==> src/rtl/drive_mode_ctrl.sv <==
`default_nettype none
// +--------------------------------------------------------------------------+
// | Module      : drive_mode_ctrl                                            |
// | Description : Top-level mode controller for the tracking robot. Turns    |
// |               decoded IR-remote strobes and camera tracking results into |
// |               a mode, a camera sub-state, a drive command with speed and |
// |               a retriggerable sub-block reset pulse.                     |
// |                                                                          |
// | Ports       : clk_50          - 50 MHz system clock                      |
// |               reset_n         - asynchronous active-low reset            |
// |               ir_valid        - one-cycle strobe qualifying ir_code      |
// |               ir_code[7:0]    - decoded IR button code                   |
// |               cam_dir[2:0]    - 001 left, 010 right, 011 centre          |
// |               cam_speed       - camera-requested speed                   |
// |               target_detected - colour target present (synchronous)      |
// |               mode[1:0]       - IDLE=00, CAM=01, IR=10                   |
// |               cam_state[1:0]  - SEARCH=00, FOLLOW=01, LOST=10, PAUSE=11  |
// |               drive_state[1:0]- STOP=00, LEFT=01, RIGHT=10, FWD=11       |
// |               drive_speed     - speed applied with drive_state           |
// |               sub_reset       - high pulse on any mode/cam_state change  |
// |               HEX7..HEX0      - active-low seven-segment digits          |
// |                                                                          |
// | Option      : HEX_STATUS_EN - when defined, HEX7/HEX6 show the mode,     |
// |               HEX4 the camera state and HEX3..HEX0 the drive command.    |
// |               When undefined every HEX output is tied to 7'h7F.          |
// |                                                                          |
// | Revision    : 1.0 - initial release                                      |
// +--------------------------------------------------------------------------+
module drive_mode_ctrl #(
    parameter int         SPEED_W        = 2,
    parameter int         MAX_SPEED      = 2,
    parameter int         SEARCH_SPEED   = 1,
    parameter int         DET_CYCLES     = 4,
    parameter int         LOST_CYCLES    = 1000,
    parameter int         IR_HOLD_CYCLES = 5000,
    parameter int         RST_PULSE      = 3,
    parameter logic [7:0] CODE_CAM       = 8'h0F,
    parameter logic [7:0] CODE_IR        = 8'h13,
    parameter logic [7:0] CODE_IDLE      = 8'h10,
    parameter logic [7:0] CODE_FWD       = 8'h18,
    parameter logic [7:0] CODE_LEFT      = 8'h08,
    parameter logic [7:0] CODE_RIGHT     = 8'h5A,
    parameter logic [7:0] CODE_STOP      = 8'h1C
) (
    input  logic               clk_50,
    input  logic               reset_n,
    input  logic               ir_valid,
    input  logic [7:0]         ir_code,
    input  logic [2:0]         cam_dir,
    input  logic [SPEED_W-1:0] cam_speed,
    input  logic               target_detected,
    output logic [1:0]         mode,
    output logic [1:0]         cam_state,
    output logic [1:0]         drive_state,
    output logic [SPEED_W-1:0] drive_speed,
    output logic               sub_reset,
    output logic [6:0]         HEX7,
    output logic [6:0]         HEX6,
    output logic [6:0]         HEX5,
    output logic [6:0]         HEX4,
    output logic [6:0]         HEX3,
    output logic [6:0]         HEX2,
    output logic [6:0]         HEX1,
    output logic [6:0]         HEX0
);

    // State encodings
    localparam logic [1:0] c_MODE_IDLE = 2'b00;
    localparam logic [1:0] c_MODE_CAM  = 2'b01;
    localparam logic [1:0] c_MODE_IR   = 2'b10;

    localparam logic [1:0] c_CAM_SEARCH = 2'b00;
    localparam logic [1:0] c_CAM_FOLLOW = 2'b01;
    localparam logic [1:0] c_CAM_LOST   = 2'b10;
    localparam logic [1:0] c_CAM_PAUSE  = 2'b11;

    localparam logic [1:0] c_DRV_STOP  = 2'b00;
    localparam logic [1:0] c_DRV_LEFT  = 2'b01;
    localparam logic [1:0] c_DRV_RIGHT = 2'b10;
    localparam logic [1:0] c_DRV_FWD   = 2'b11;

    // Counter widths and load values
    localparam int c_DET_W   = $clog2(DET_CYCLES + 1);
    localparam int c_LOST_W  = $clog2(LOST_CYCLES + 1);
    localparam int c_HOLD_W  = $clog2(IR_HOLD_CYCLES + 1);
    localparam int c_PULSE_W = $clog2(RST_PULSE + 1);

    localparam logic [31:0]          c_DET_LIM    = 32'(DET_CYCLES);
    localparam logic [31:0]          c_LOST_LIM   = 32'(LOST_CYCLES - 1);
    localparam logic [SPEED_W-1:0]   c_MAX_SPD    = SPEED_W'(MAX_SPEED);
    localparam logic [SPEED_W-1:0]   c_SRCH_SPD   = SPEED_W'(SEARCH_SPEED);
    localparam logic [c_HOLD_W-1:0]  c_HOLD_LOAD  = c_HOLD_W'(IR_HOLD_CYCLES);
    localparam logic [c_PULSE_W-1:0] c_PULSE_LOAD = c_PULSE_W'(RST_PULSE);

    // Registered state
    logic [1:0]           r_mode;
    logic [1:0]           r_cam_state;
    logic [1:0]           r_drive_state;
    logic [SPEED_W-1:0]   r_drive_speed;
    logic                 r_sub_reset;
    logic [c_DET_W-1:0]   r_det_cnt;
    logic [c_LOST_W-1:0]  r_lost_cnt;
    logic [c_HOLD_W-1:0]  r_hold_cnt;
    logic [c_PULSE_W-1:0] r_pulse_cnt;

    // Next-state values
    logic [1:0]           w_mode_nxt;
    logic                 w_mode_chg;
    logic [1:0]           w_cam_nxt;
    logic [c_DET_W-1:0]   w_det_nxt;
    logic [c_LOST_W-1:0]  w_lost_nxt;
    logic [1:0]           w_drv_nxt;
    logic [SPEED_W-1:0]   w_spd_nxt;
    logic [c_HOLD_W-1:0]  w_hold_nxt;
    logic [c_PULSE_W-1:0] w_pulse_nxt;
    logic [SPEED_W-1:0]   w_spd_sat;
    logic                 w_ir_stop;
    logic                 w_ir_move;

    // Mode selection: only recognised mode codes move the FSM.
    always_comb begin
        w_mode_nxt = r_mode;
        if (ir_valid) begin
            if (ir_code == CODE_CAM) begin
                w_mode_nxt = c_MODE_CAM;
            end else if (ir_code == CODE_IR) begin
                w_mode_nxt = c_MODE_IR;
            end else if (ir_code == CODE_IDLE) begin
                w_mode_nxt = c_MODE_IDLE;
            end
        end
    end

    assign w_mode_chg = (w_mode_nxt != r_mode);

    // Camera sub-FSM. A mode change always wins over a camera transition.
    always_comb begin
        w_cam_nxt  = r_cam_state;
        w_det_nxt  = r_det_cnt;
        w_lost_nxt = r_lost_cnt;
        if (w_mode_nxt != c_MODE_CAM) begin
            w_cam_nxt  = c_CAM_PAUSE;
            w_det_nxt  = '0;
            w_lost_nxt = '0;
        end else if (w_mode_chg) begin
            w_cam_nxt  = c_CAM_SEARCH;
            w_det_nxt  = '0;
            w_lost_nxt = '0;
        end else begin
            case (r_cam_state)
                c_CAM_SEARCH: begin
                    if (target_detected) begin
                        // Enter FOLLOW on the edge the run length would hit the limit
                        if ((32'(r_det_cnt) + 32'd1) >= c_DET_LIM) begin
                            w_cam_nxt = c_CAM_FOLLOW;
                            w_det_nxt = '0;
                        end else begin
                            w_det_nxt = r_det_cnt + 1'b1;
                        end
                    end else begin
                        w_det_nxt = '0;
                    end
                end
                c_CAM_FOLLOW: begin
                    if (!target_detected) begin
                        w_cam_nxt  = c_CAM_LOST;
                        w_lost_nxt = '0;
                    end
                end
                c_CAM_LOST: begin
                    if (target_detected) begin
                        w_cam_nxt  = c_CAM_FOLLOW;
                        w_lost_nxt = '0;
                    end else if ((32'(r_lost_cnt) + 32'd1) >= c_LOST_LIM) begin
                        w_cam_nxt  = c_CAM_SEARCH;
                        w_lost_nxt = '0;
                    end else begin
                        w_lost_nxt = r_lost_cnt + 1'b1;
                    end
                end
                default: begin
                    // PAUSE while in CAM is unreachable; recover into SEARCH
                    w_cam_nxt  = c_CAM_SEARCH;
                    w_det_nxt  = '0;
                    w_lost_nxt = '0;
                end
            endcase
        end
    end

    assign w_spd_sat = (cam_speed > c_MAX_SPD) ? c_MAX_SPD : cam_speed;
    assign w_ir_stop = ir_valid && (ir_code == CODE_STOP);
    assign w_ir_move = ir_valid && ((ir_code == CODE_FWD) || (ir_code == CODE_LEFT) ||
                                    (ir_code == CODE_RIGHT));

    // Drive command, derived from the next mode and camera state.
    always_comb begin
        w_drv_nxt  = r_drive_state;
        w_spd_nxt  = r_drive_speed;
        w_hold_nxt = '0;
        case (w_mode_nxt)
            c_MODE_CAM: begin
                case (w_cam_nxt)
                    c_CAM_SEARCH: begin
                        w_drv_nxt = c_DRV_RIGHT;
                        w_spd_nxt = c_SRCH_SPD;
                    end
                    c_CAM_FOLLOW: begin
                        case (cam_dir)
                            3'b001: begin
                                w_drv_nxt = c_DRV_LEFT;
                                w_spd_nxt = w_spd_sat;
                            end
                            3'b010: begin
                                w_drv_nxt = c_DRV_RIGHT;
                                w_spd_nxt = w_spd_sat;
                            end
                            3'b011: begin
                                w_drv_nxt = c_DRV_FWD;
                                w_spd_nxt = w_spd_sat;
                            end
                            default: begin
                                w_drv_nxt = c_DRV_STOP;
                                w_spd_nxt = '0;
                            end
                        endcase
                    end
                    c_CAM_LOST: begin
                        // Coast on the last FOLLOW command during the grace period
                        w_drv_nxt = r_drive_state;
                        w_spd_nxt = r_drive_speed;
                    end
                    default: begin
                        w_drv_nxt = c_DRV_STOP;
                        w_spd_nxt = '0;
                    end
                endcase
            end
            c_MODE_IR: begin
                if (w_mode_chg || w_ir_stop) begin
                    w_drv_nxt  = c_DRV_STOP;
                    w_spd_nxt  = '0;
                    w_hold_nxt = '0;
                end else if (w_ir_move) begin
                    if (ir_code == CODE_FWD) begin
                        w_drv_nxt = c_DRV_FWD;
                    end else if (ir_code == CODE_LEFT) begin
                        w_drv_nxt = c_DRV_LEFT;
                    end else begin
                        w_drv_nxt = c_DRV_RIGHT;
                    end
                    w_spd_nxt  = c_MAX_SPD;
                    w_hold_nxt = c_HOLD_LOAD;
                end else if (r_hold_cnt != '0) begin
                    w_hold_nxt = r_hold_cnt - 1'b1;
                    if (r_hold_cnt == c_HOLD_W'(1)) begin
                        w_drv_nxt = c_DRV_STOP;
                        w_spd_nxt = '0;
                    end
                end else begin
                    w_drv_nxt = c_DRV_STOP;
                    w_spd_nxt = '0;
                end
            end
            default: begin
                w_drv_nxt = c_DRV_STOP;
                w_spd_nxt = '0;
            end
        endcase
    end

    // Retriggerable pulse: any state change reloads the full width.
    always_comb begin
        w_pulse_nxt = r_pulse_cnt;
        if (w_mode_chg || (w_cam_nxt != r_cam_state)) begin
            w_pulse_nxt = c_PULSE_LOAD;
        end else if (r_pulse_cnt != '0) begin
            w_pulse_nxt = r_pulse_cnt - 1'b1;
        end
    end

    always_ff @(posedge clk_50 or negedge reset_n) begin
        if (!reset_n) begin
            r_mode        <= c_MODE_IDLE;
            r_cam_state   <= c_CAM_PAUSE;
            r_drive_state <= c_DRV_STOP;
            r_drive_speed <= '0;
            r_sub_reset   <= 1'b0;
            r_det_cnt     <= '0;
            r_lost_cnt    <= '0;
            r_hold_cnt    <= '0;
            r_pulse_cnt   <= '0;
        end else begin
            r_mode        <= w_mode_nxt;
            r_cam_state   <= w_cam_nxt;
            r_drive_state <= w_drv_nxt;
            r_drive_speed <= w_spd_nxt;
            r_sub_reset   <= (w_pulse_nxt != '0);
            r_det_cnt     <= w_det_nxt;
            r_lost_cnt    <= w_lost_nxt;
            r_hold_cnt    <= w_hold_nxt;
            r_pulse_cnt   <= w_pulse_nxt;
        end
    end

    assign mode        = r_mode;
    assign cam_state   = r_cam_state;
    assign drive_state = r_drive_state;
    assign drive_speed = r_drive_speed;
    assign sub_reset   = r_sub_reset;

`ifdef HEX_STATUS_EN
    // Active-low segment patterns, bit order gfedcba
    localparam logic [6:0] c_SEG_BLANK = 7'h7F;
    localparam logic [6:0] c_SEG_A     = 7'h08;
    localparam logic [6:0] c_SEG_C     = 7'h46;
    localparam logic [6:0] c_SEG_D     = 7'h21;
    localparam logic [6:0] c_SEG_E     = 7'h06;
    localparam logic [6:0] c_SEG_F     = 7'h0E;
    localparam logic [6:0] c_SEG_G     = 7'h42;
    localparam logic [6:0] c_SEG_H     = 7'h09;
    localparam logic [6:0] c_SEG_I     = 7'h79;
    localparam logic [6:0] c_SEG_L     = 7'h47;
    localparam logic [6:0] c_SEG_O     = 7'h40;
    localparam logic [6:0] c_SEG_P     = 7'h0C;
    localparam logic [6:0] c_SEG_R     = 7'h2F;
    localparam logic [6:0] c_SEG_S     = 7'h12;
    localparam logic [6:0] c_SEG_T     = 7'h07;

    function automatic logic [6:0] f_hex_digit(input logic [3:0] val);
        logic [6:0] seg;
        case (val)
            4'h0: seg = 7'h40;
            4'h1: seg = 7'h79;
            4'h2: seg = 7'h24;
            4'h3: seg = 7'h30;
            4'h4: seg = 7'h19;
            4'h5: seg = 7'h12;
            4'h6: seg = 7'h02;
            4'h7: seg = 7'h78;
            4'h8: seg = 7'h00;
            4'h9: seg = 7'h10;
            4'hA: seg = 7'h08;
            4'hB: seg = 7'h03;
            4'hC: seg = 7'h46;
            4'hD: seg = 7'h21;
            4'hE: seg = 7'h06;
            default: seg = 7'h0E;
        endcase
        return seg;
    endfunction

    logic [3:0] w_spd_digit;
    logic [6:0] r_hex7, r_hex6, r_hex4, r_hex3, r_hex2, r_hex1, r_hex0;

    assign w_spd_digit = 4'(r_drive_speed);

    // Displays trail the state registers by one cycle
    always_ff @(posedge clk_50 or negedge reset_n) begin
        if (!reset_n) begin
            r_hex7 <= c_SEG_BLANK;
            r_hex6 <= c_SEG_BLANK;
            r_hex4 <= c_SEG_BLANK;
            r_hex3 <= c_SEG_BLANK;
            r_hex2 <= c_SEG_BLANK;
            r_hex1 <= c_SEG_BLANK;
            r_hex0 <= c_SEG_BLANK;
        end else begin
            case (r_mode)
                c_MODE_IDLE: begin r_hex7 <= c_SEG_I;     r_hex6 <= c_SEG_D;     end
                c_MODE_CAM:  begin r_hex7 <= c_SEG_C;     r_hex6 <= c_SEG_A;     end
                c_MODE_IR:   begin r_hex7 <= c_SEG_I;     r_hex6 <= c_SEG_R;     end
                default:     begin r_hex7 <= c_SEG_BLANK; r_hex6 <= c_SEG_BLANK; end
            endcase
            case (r_cam_state)
                c_CAM_SEARCH: r_hex4 <= c_SEG_S;
                c_CAM_FOLLOW: r_hex4 <= c_SEG_F;
                c_CAM_LOST:   r_hex4 <= c_SEG_L;
                default:      r_hex4 <= c_SEG_P;
            endcase
            case (r_drive_state)
                c_DRV_STOP: begin
                    r_hex3 <= c_SEG_S; r_hex2 <= c_SEG_T; r_hex1 <= c_SEG_O; r_hex0 <= c_SEG_P;
                end
                c_DRV_LEFT: begin
                    r_hex3 <= c_SEG_L; r_hex2 <= c_SEG_E; r_hex1 <= c_SEG_F; r_hex0 <= c_SEG_T;
                end
                c_DRV_RIGHT: begin
                    r_hex3 <= c_SEG_R; r_hex2 <= c_SEG_G; r_hex1 <= c_SEG_H; r_hex0 <= c_SEG_T;
                end
                default: begin
                    r_hex3 <= c_SEG_F; r_hex2 <= c_SEG_BLANK; r_hex1 <= c_SEG_BLANK;
                    r_hex0 <= f_hex_digit(w_spd_digit);
                end
            endcase
        end
    end

    assign HEX7 = r_hex7;
    assign HEX6 = r_hex6;
    assign HEX5 = c_SEG_BLANK;
    assign HEX4 = r_hex4;
    assign HEX3 = r_hex3;
    assign HEX2 = r_hex2;
    assign HEX1 = r_hex1;
    assign HEX0 = r_hex0;
`else
    assign HEX7 = 7'h7F;
    assign HEX6 = 7'h7F;
    assign HEX5 = 7'h7F;
    assign HEX4 = 7'h7F;
    assign HEX3 = 7'h7F;
    assign HEX2 = 7'h7F;
    assign HEX1 = 7'h7F;
    assign HEX0 = 7'h7F;
`endif

endmodule
`default_nettype wire

==> config.mk <==
export PLATFORM = sky130hd
export DESIGN_NAME = drive_mode_ctrl
export DESIGN_NICKNAME = d
export VERILOG_FILES = /design/src/rtl/drive_mode_ctrl.sv
export SDC_FILE = /design/constraint.sdc
export NUM_CORES = 1
export LEC_CHECK = 0
export BUFFER_PORTS_ARGS = -buffer_cell sky130_fd_sc_hd__buf_2
export CAP_MARGIN = 20
export CORE_UTILIZATION = 24
export CTS_CLUSTER_SIZE = 28
export DETAILED_ROUTE_END_ITERATION = 16
export PLACE_DENSITY = 0.47
export RECOVER_POWER = 50
export SKIP_CTS_REPAIR_TIMING = 1
export SYNTH_ARGS = -nofsm -noshare
export SYNTH_HDL_FRONTEND = slang
export SYNTH_SLANG_ARGS = --single-unit
==> constraint.sdc <==
create_clock -name clk_50 -period 4.6 [get_ports clk_50]
set_clock_uncertainty 0.15 [all_clocks]
set_input_delay 0.23 -clock clk_50 [delete_from_list [all_inputs] [get_ports clk_50]]
set_output_delay 0.23 -clock clk_50 [all_outputs]
set_load 0.005 [all_outputs]
Word-level counts from Yosys, hierarchy flattened
Cells that the tools add are included.
{"block": "word_totals", "register_bits": 37, "output_inout_bits": 65, "input_bits": 17}
{"block": "classes", "order_cmp": 3, "n_addsub": 6, "n_eq_ne": 25, "mux": 44, "n_reduce_logical": 15}
{"op": "$mux W13", "count": 4}
{"op": "$mux W10", "count": 5}
{"op": "$mux W2", "count": 23}
{"op": "$eq A8 B5 Y1 const B", "count": 4}
{"op": "$pmux W10 S3", "count": 1}
{"op": "$pmux W2 S3", "count": 4}
{"op": "$eq A8 B4 Y1 const B", "count": 2}
{"op": "$eq A13 B1 Y1 const B", "count": 1}
{"op": "$reduce_bool A13 Y1", "count": 1}
{"op": "$sub A13 B1 Y13 const B", "count": 1}
{"op": "$mux W3", "count": 4}
{"op": "$add A10 B1 Y11 const B", "count": 1}
{"op": "$ge A11 B10 Y1 const B", "count": 1}
{"op": "$add A10 B1 Y10 const B", "count": 1}
{"op": "$eq A8 B7 Y1 const B", "count": 1}
{"op": "$pmux W2 S2", "count": 2}
{"op": "$eq A2 B1 Y1 const B", "count": 3}
{"op": "$eq A2 B2 Y1 const B", "count": 3}
{"op": "$eq A3 B2 Y1 const B", "count": 2}
{"op": "$pmux W3 S2", "count": 1}
{"op": "$ne A5 B5 Y1 const B", "count": 1}
{"op": "$add A3 B1 Y4 const B", "count": 1}
{"op": "$ge A4 B3 Y1 const B", "count": 1}
{"op": "$logic_not A2 Y1", "count": 2}
{"op": "other kinds (16)", "count": 23}

Depth between registers and ports, before layout
{"block": "depth", "depth_word": 12, "ltp_mapped": 14, "depth_no_buf": 13}

Least setup slack after synthesis
Ideal clock, no wire load.
{"block": "synth_path", "path_type": "input to register", "from": "in ir_code[5]", "to": "reg r_drive_speed[1], in the netlist drive_speed[1]", "setup_time_ns": 0.125, "cell_stages": 14, "setup_slack_ns": 1.815, "arrival_ns": 2.510, "t_required_ns": 4.325, "path_cell_list": "or3_1 > buf_2 > nor3_1 > o21ai_0 > a21oi_1 > a21oi_1 > inv_1 > ha_1 > o41ai_1 > a41oi_1 > nand3b_4 > a41oi_4 > a31oi_4 > mux2_4"}
{"block": "synth_via", "elab_chain_cells": 11, "elab_cells_between_ends": 32, "cone_classes": "eq/ne (15); mux (10); reduce/logical (7)"}
{"item": "start: declaration", "line_no": "48", "source": "input logic [7:0] ir_code,"}
{"item": "$eq A8 B5 Y1", "line_no": "128", "source": "end else if (ir_code == CODE_IDLE) begin"}
{"item": "$mux W2", "line_no": "128"}
{"item": "$mux W2", "line_no": "126", "source": "end else if (ir_code == CODE_IR) begin"}
{"item": "$mux W2 (*)", "line_no": "124", "source": "if (ir_code == CODE_CAM) begin"}
{"item": "$mux W2 (*)", "line_no": "123", "source": "if (ir_valid) begin"}
{"item": "via w_mode_nxt[1]", "line_no": "107", "source": "logic [1:0] w_mode_nxt;"}
{"item": "$ne A2 B2 Y1", "line_no": "134", "source": "assign w_mode_chg = (w_mode_nxt != r_mode);"}
{"item": "$mux W2", "line_no": "145", "source": "end else if (w_mode_chg) begin"}
{"item": "$mux W2", "line_no": "141", "source": "if (w_mode_nxt != c_MODE_CAM) begin"}
{"item": "$eq A2 B2 Y1, or another cell as far along", "line_no": "203", "source": "case (w_cam_nxt)"}
{"item": "$pmux W2 S3 or $ne A2 B2 Y1 (tied branches)"}
{"item": "$pmux W2 S2 or $reduce_and A2 Y1 (tied branches)"}
{"item": "end signal: assignment", "line_no": "297", "source": "r_drive_speed <= w_spd_nxt;"}
{"item": "end: declaration", "line_no": "99", "source": "logic [SPEED_W-1:0] r_drive_speed;"}
The timed path passes the listed nets; every way through them passes the cells marked *.
A chain may end at the register's enable or synchronous reset.

Final worst setup path
{"block": "layout_path", "from": "reg r_lost_cnt[0]", "to": "reg r_drive_speed[1], in the netlist drive_speed[1]"}
{"block": "layout_via", "elab_chain_cells": 10, "elab_cells_between_ends": 14, "cone_classes": "add/sub (1); order compare (1); eq/ne (3); mux (7); reduce/logical (2)"}
{"item": "start: declaration", "line_no": "102", "source": "logic [c_LOST_W-1:0] r_lost_cnt;"}
{"item": "start signal: assignment", "line_no": "300", "source": "r_lost_cnt <= w_lost_nxt;"}
{"item": "$add A10 B1 Y11 (*)", "line_no": "174", "source": "end else if ((32'(r_lost_cnt) + 32'd1) >= c_LOST_LIM) begin"}
{"item": "$ge A11 B10 Y1 (*)", "line_no": "174"}
{"item": "$mux W2 (*)", "line_no": "174"}
{"item": "$mux W2 (*)", "line_no": "171", "source": "if (target_detected) begin"}
{"item": "$pmux W2 S3 (*)", "line_no": "150", "source": "case (r_cam_state)"}
{"item": "$mux W2 (*)", "line_no": "145"}
{"item": "$mux W2 (*)", "line_no": "141"}
{"item": "$eq A2 B2 Y1, or another cell as far along", "line_no": "203"}
{"item": "$pmux W2 S3 or $ne A2 B2 Y1 (tied branches)"}
{"item": "$pmux W2 S2 or $reduce_and A2 Y1 (tied branches)"}
Mark *: on every way between the ends. The rest lies on a longest branch, timed or not.

==> reports/metrics.cfg <==
[synthesis]
synth.distinct_cells = 60
synth_area_per_cell_um2 = 8.52
synth.cell_area_um2 = 2930
synth_edf_count = 0
syn-instance-count = 344
synthFlopType = dfrtp_1
synth-seq-area-share_pct = 31.7
async_reset_ff_share_pct = 100
ys_ff_latch = 37
ys_warn_count = 0

[setup_path]
r2r_slack_ns = 1.56
r2r_start = r_lost_cnt[0]
path_class = register to register
reg2reg_depth = 8
startpoint = r_lost_cnt[0]
start_kind = register
required_ns = 4.62
crit_fanout = 9
end_kind = register
endpoint = drive_speed[1]
worstReg2RegEnd = drive_speed[1]
critPathArrivalTime_ns = 3.06

[global_route]
use_met3_pct = 2.48
first_global_vias = 2072
grt_max_degree = 38
grt-ovfl-total = 0
busiest_layer = met2
grt_util_met1_pct = 13.5
antenna_found_initial = 0
track_usage_pct = 10.4
grt_util_met2_pct = 16.5
grt_pass1_wl_um = 10300

[floorplanning]
die_y_um = 112
start_util_pct = 25.1
ios = 82
die_area_um2 = 12700
core_area_um2 = 11700
num_rows = 39
dieWidth_um = 112

[final_layout]
final_cell_mix = conb_1 (56), dfrtp_1 (35), nor2_1 (34)
final_common_cell = conb_1
layout-drive-gt1-share_pct = 11.4
final_cell_count_no_fill = 513
antenna_cells = 0
fillerInstances = 1257
area_delta_synth_final_pct = 6.75
nets = 397

[placement]
io_buffers = 25
gp_congestion = 0.815
hpwl_um = 4850
placed_cells = 505

[clock_network]
cts_tree = built
clock_sinks = 37
numCtsBuffers = 5
insertion_delay_ns = 0.29
clock_path_buffers = 2
root_buffer = clkbuf_16
htreeDepth = 2
path_clk_slew_ns = 0.06

[sta]
setup_violations = 0
timing.setup.tns_ns = 0
period_share_pct = 66.0
slew_viol_final = 38
max_freq_ghz = 0.329
slew-limit-headroom_pct = -39.2
rsz0062_at_grt = false
worst_pin_slew_ns = 2.09
min_period_ns = 3.04
hold_viol = 0

[power]
powerDensity_nw_per_um2 = 329
peakVddDrop_mv = 0.120
power.leakage_nw = 1.36

[routing]
drt_wl_total_um = 6330
vias = 2272
drt-initial-drc-count = 57
wire_per_inst_um = 12.3
ant_nets = 0
avgViaCountPerCell = 4.43
firstDrtPassIters = 4
drt_drc_violations_left = 0

[flow_run]
drv_cap = 1

[run_status]
violations = capacitance limit, slew limit
outcome = complete, but fails checks

[min_path]
worstHoldPathType = primary input to register

==> critical path: stages, from the launching register on <==
cell and delay (ns):
dfrtp_1 0.46, ha_1 0.32, nand4_2 0.18, or2_2 0.36, o311ai_2 0.30, and4_1 0.33
o21ai_1 0.20, a31oi_4 0.29, mux2_4 0.33
==> sequential cells by signal, summed over array words and instances, names as in the netlist <==
signal and cells:
cam_state 2, drive_speed 2, drive_state 2, mode 2, r_det_cnt 3, r_hold_cnt 13, r_lost_cnt 10, r_pulse_cnt 2
sub_reset 1
==> metal layers <==
metal,vias to the layer above,routed length (um)
li1,1150,-
met1,1065,2990
met2,48,2970
met3,9,230
met4,0,133
met5,-,0
==> synthesized netlist by cell type, types with 3 or more instances <==
library cell | instances | area share [%]
o41ai_1 | 4 | 1.2
or2_2 | 3 | 0.64
nor3_1 | 14 | 2.4
o21ai_0 | 17 | 2.9
nand3b_1 | 3 | 0.77
xnor2_1 | 11 | 3.3
nor4b_1 | 3 | 0.90
nand2b_1 | 6 | 1.3
o31ai_1 | 4 | 1.0
buf_4 | 56 | 14
o211ai_1 | 3 | 0.77
or3_1 | 3 | 0.64
nor4_1 | 4 | 0.85
nor2_1 | 34 | 4.4
ha_1 | 11 | 4.7
nand2_1 | 25 | 3.2
a21oi_1 | 19 | 3.2
nand3_1 | 12 | 2.0
dfrtp_1 | 35 | 30
nor2b_1 | 3 | 0.64
and2_1 | 3 | 0.64
buf_2 | 4 | 0.68
and3_1 | 5 | 1.1
inv_1 | 19 | 2.4
==> worst min path at each step <==
stage	from	endpoint	slack, ns	cells after the start
after CTS	reset_n	r_hold_cnt[9]	-0.06	1
final	ir_code[7]	mode[0]	0.22	4
after floorplan	reset_n	drive_speed[0]	-0.22	0
after global routing	cam_speed[1]	drive_speed[0]	0.23	4
after global placement	reset_n	r_hold_cnt[9]	0.25	1
after detailed placement	reset_n	r_hold_cnt[9]	0.25	1
==> where the power goes <==
group          switching [mW]  internal (mW)
Sequential             0.0496          0.379
Combinational           0.157          0.103
Clock                   0.138          0.202
==> area by class of cell <==
class	instances	area [um2]	area share [%]
multi-input cells	281	1690	54.0
flip-flops and latches	37	928	29.7
well taps	143	179	5.72
clock buffers	7	133	4.24
repair buffers	25	119	3.80
inverters	19	71.3	2.28
clock inverters	1	8.76	0.280
==> metrics by stage <==
step	worst slack, ns	util, %	hold WS, ns	power [mW]	instance area, um2
2_1_floorplan	1.82	-	-0.216	0.662	3140
3_3_place_gp	1.46	25.7	0.250	0.692	2990
3_5_place_dp	1.47	25.7	0.254	0.694	2990
4_1_cts	1.56	26.9	-0.0580	1.04	3130
5_1_grt	1.35	26.8	0.232	1.10	3130
6_report	1.56	26.8	0.216	1.03	3130
==> logic make-up after synthesis <==
logic type	Yosys count	share of synthesized area [%]
and+or+nand+nor	127	22.6
buffers and inverters	81	17.7
AOI/OAI and AO/OA	71	17.9
DFF	37	31.7
xor gates and xnor gates	13	3.89
adders and majority gates	11	4.70
muxes	3	1.37
other	1	0.128
No activity file was read; power rests on OpenSTA's default activity.
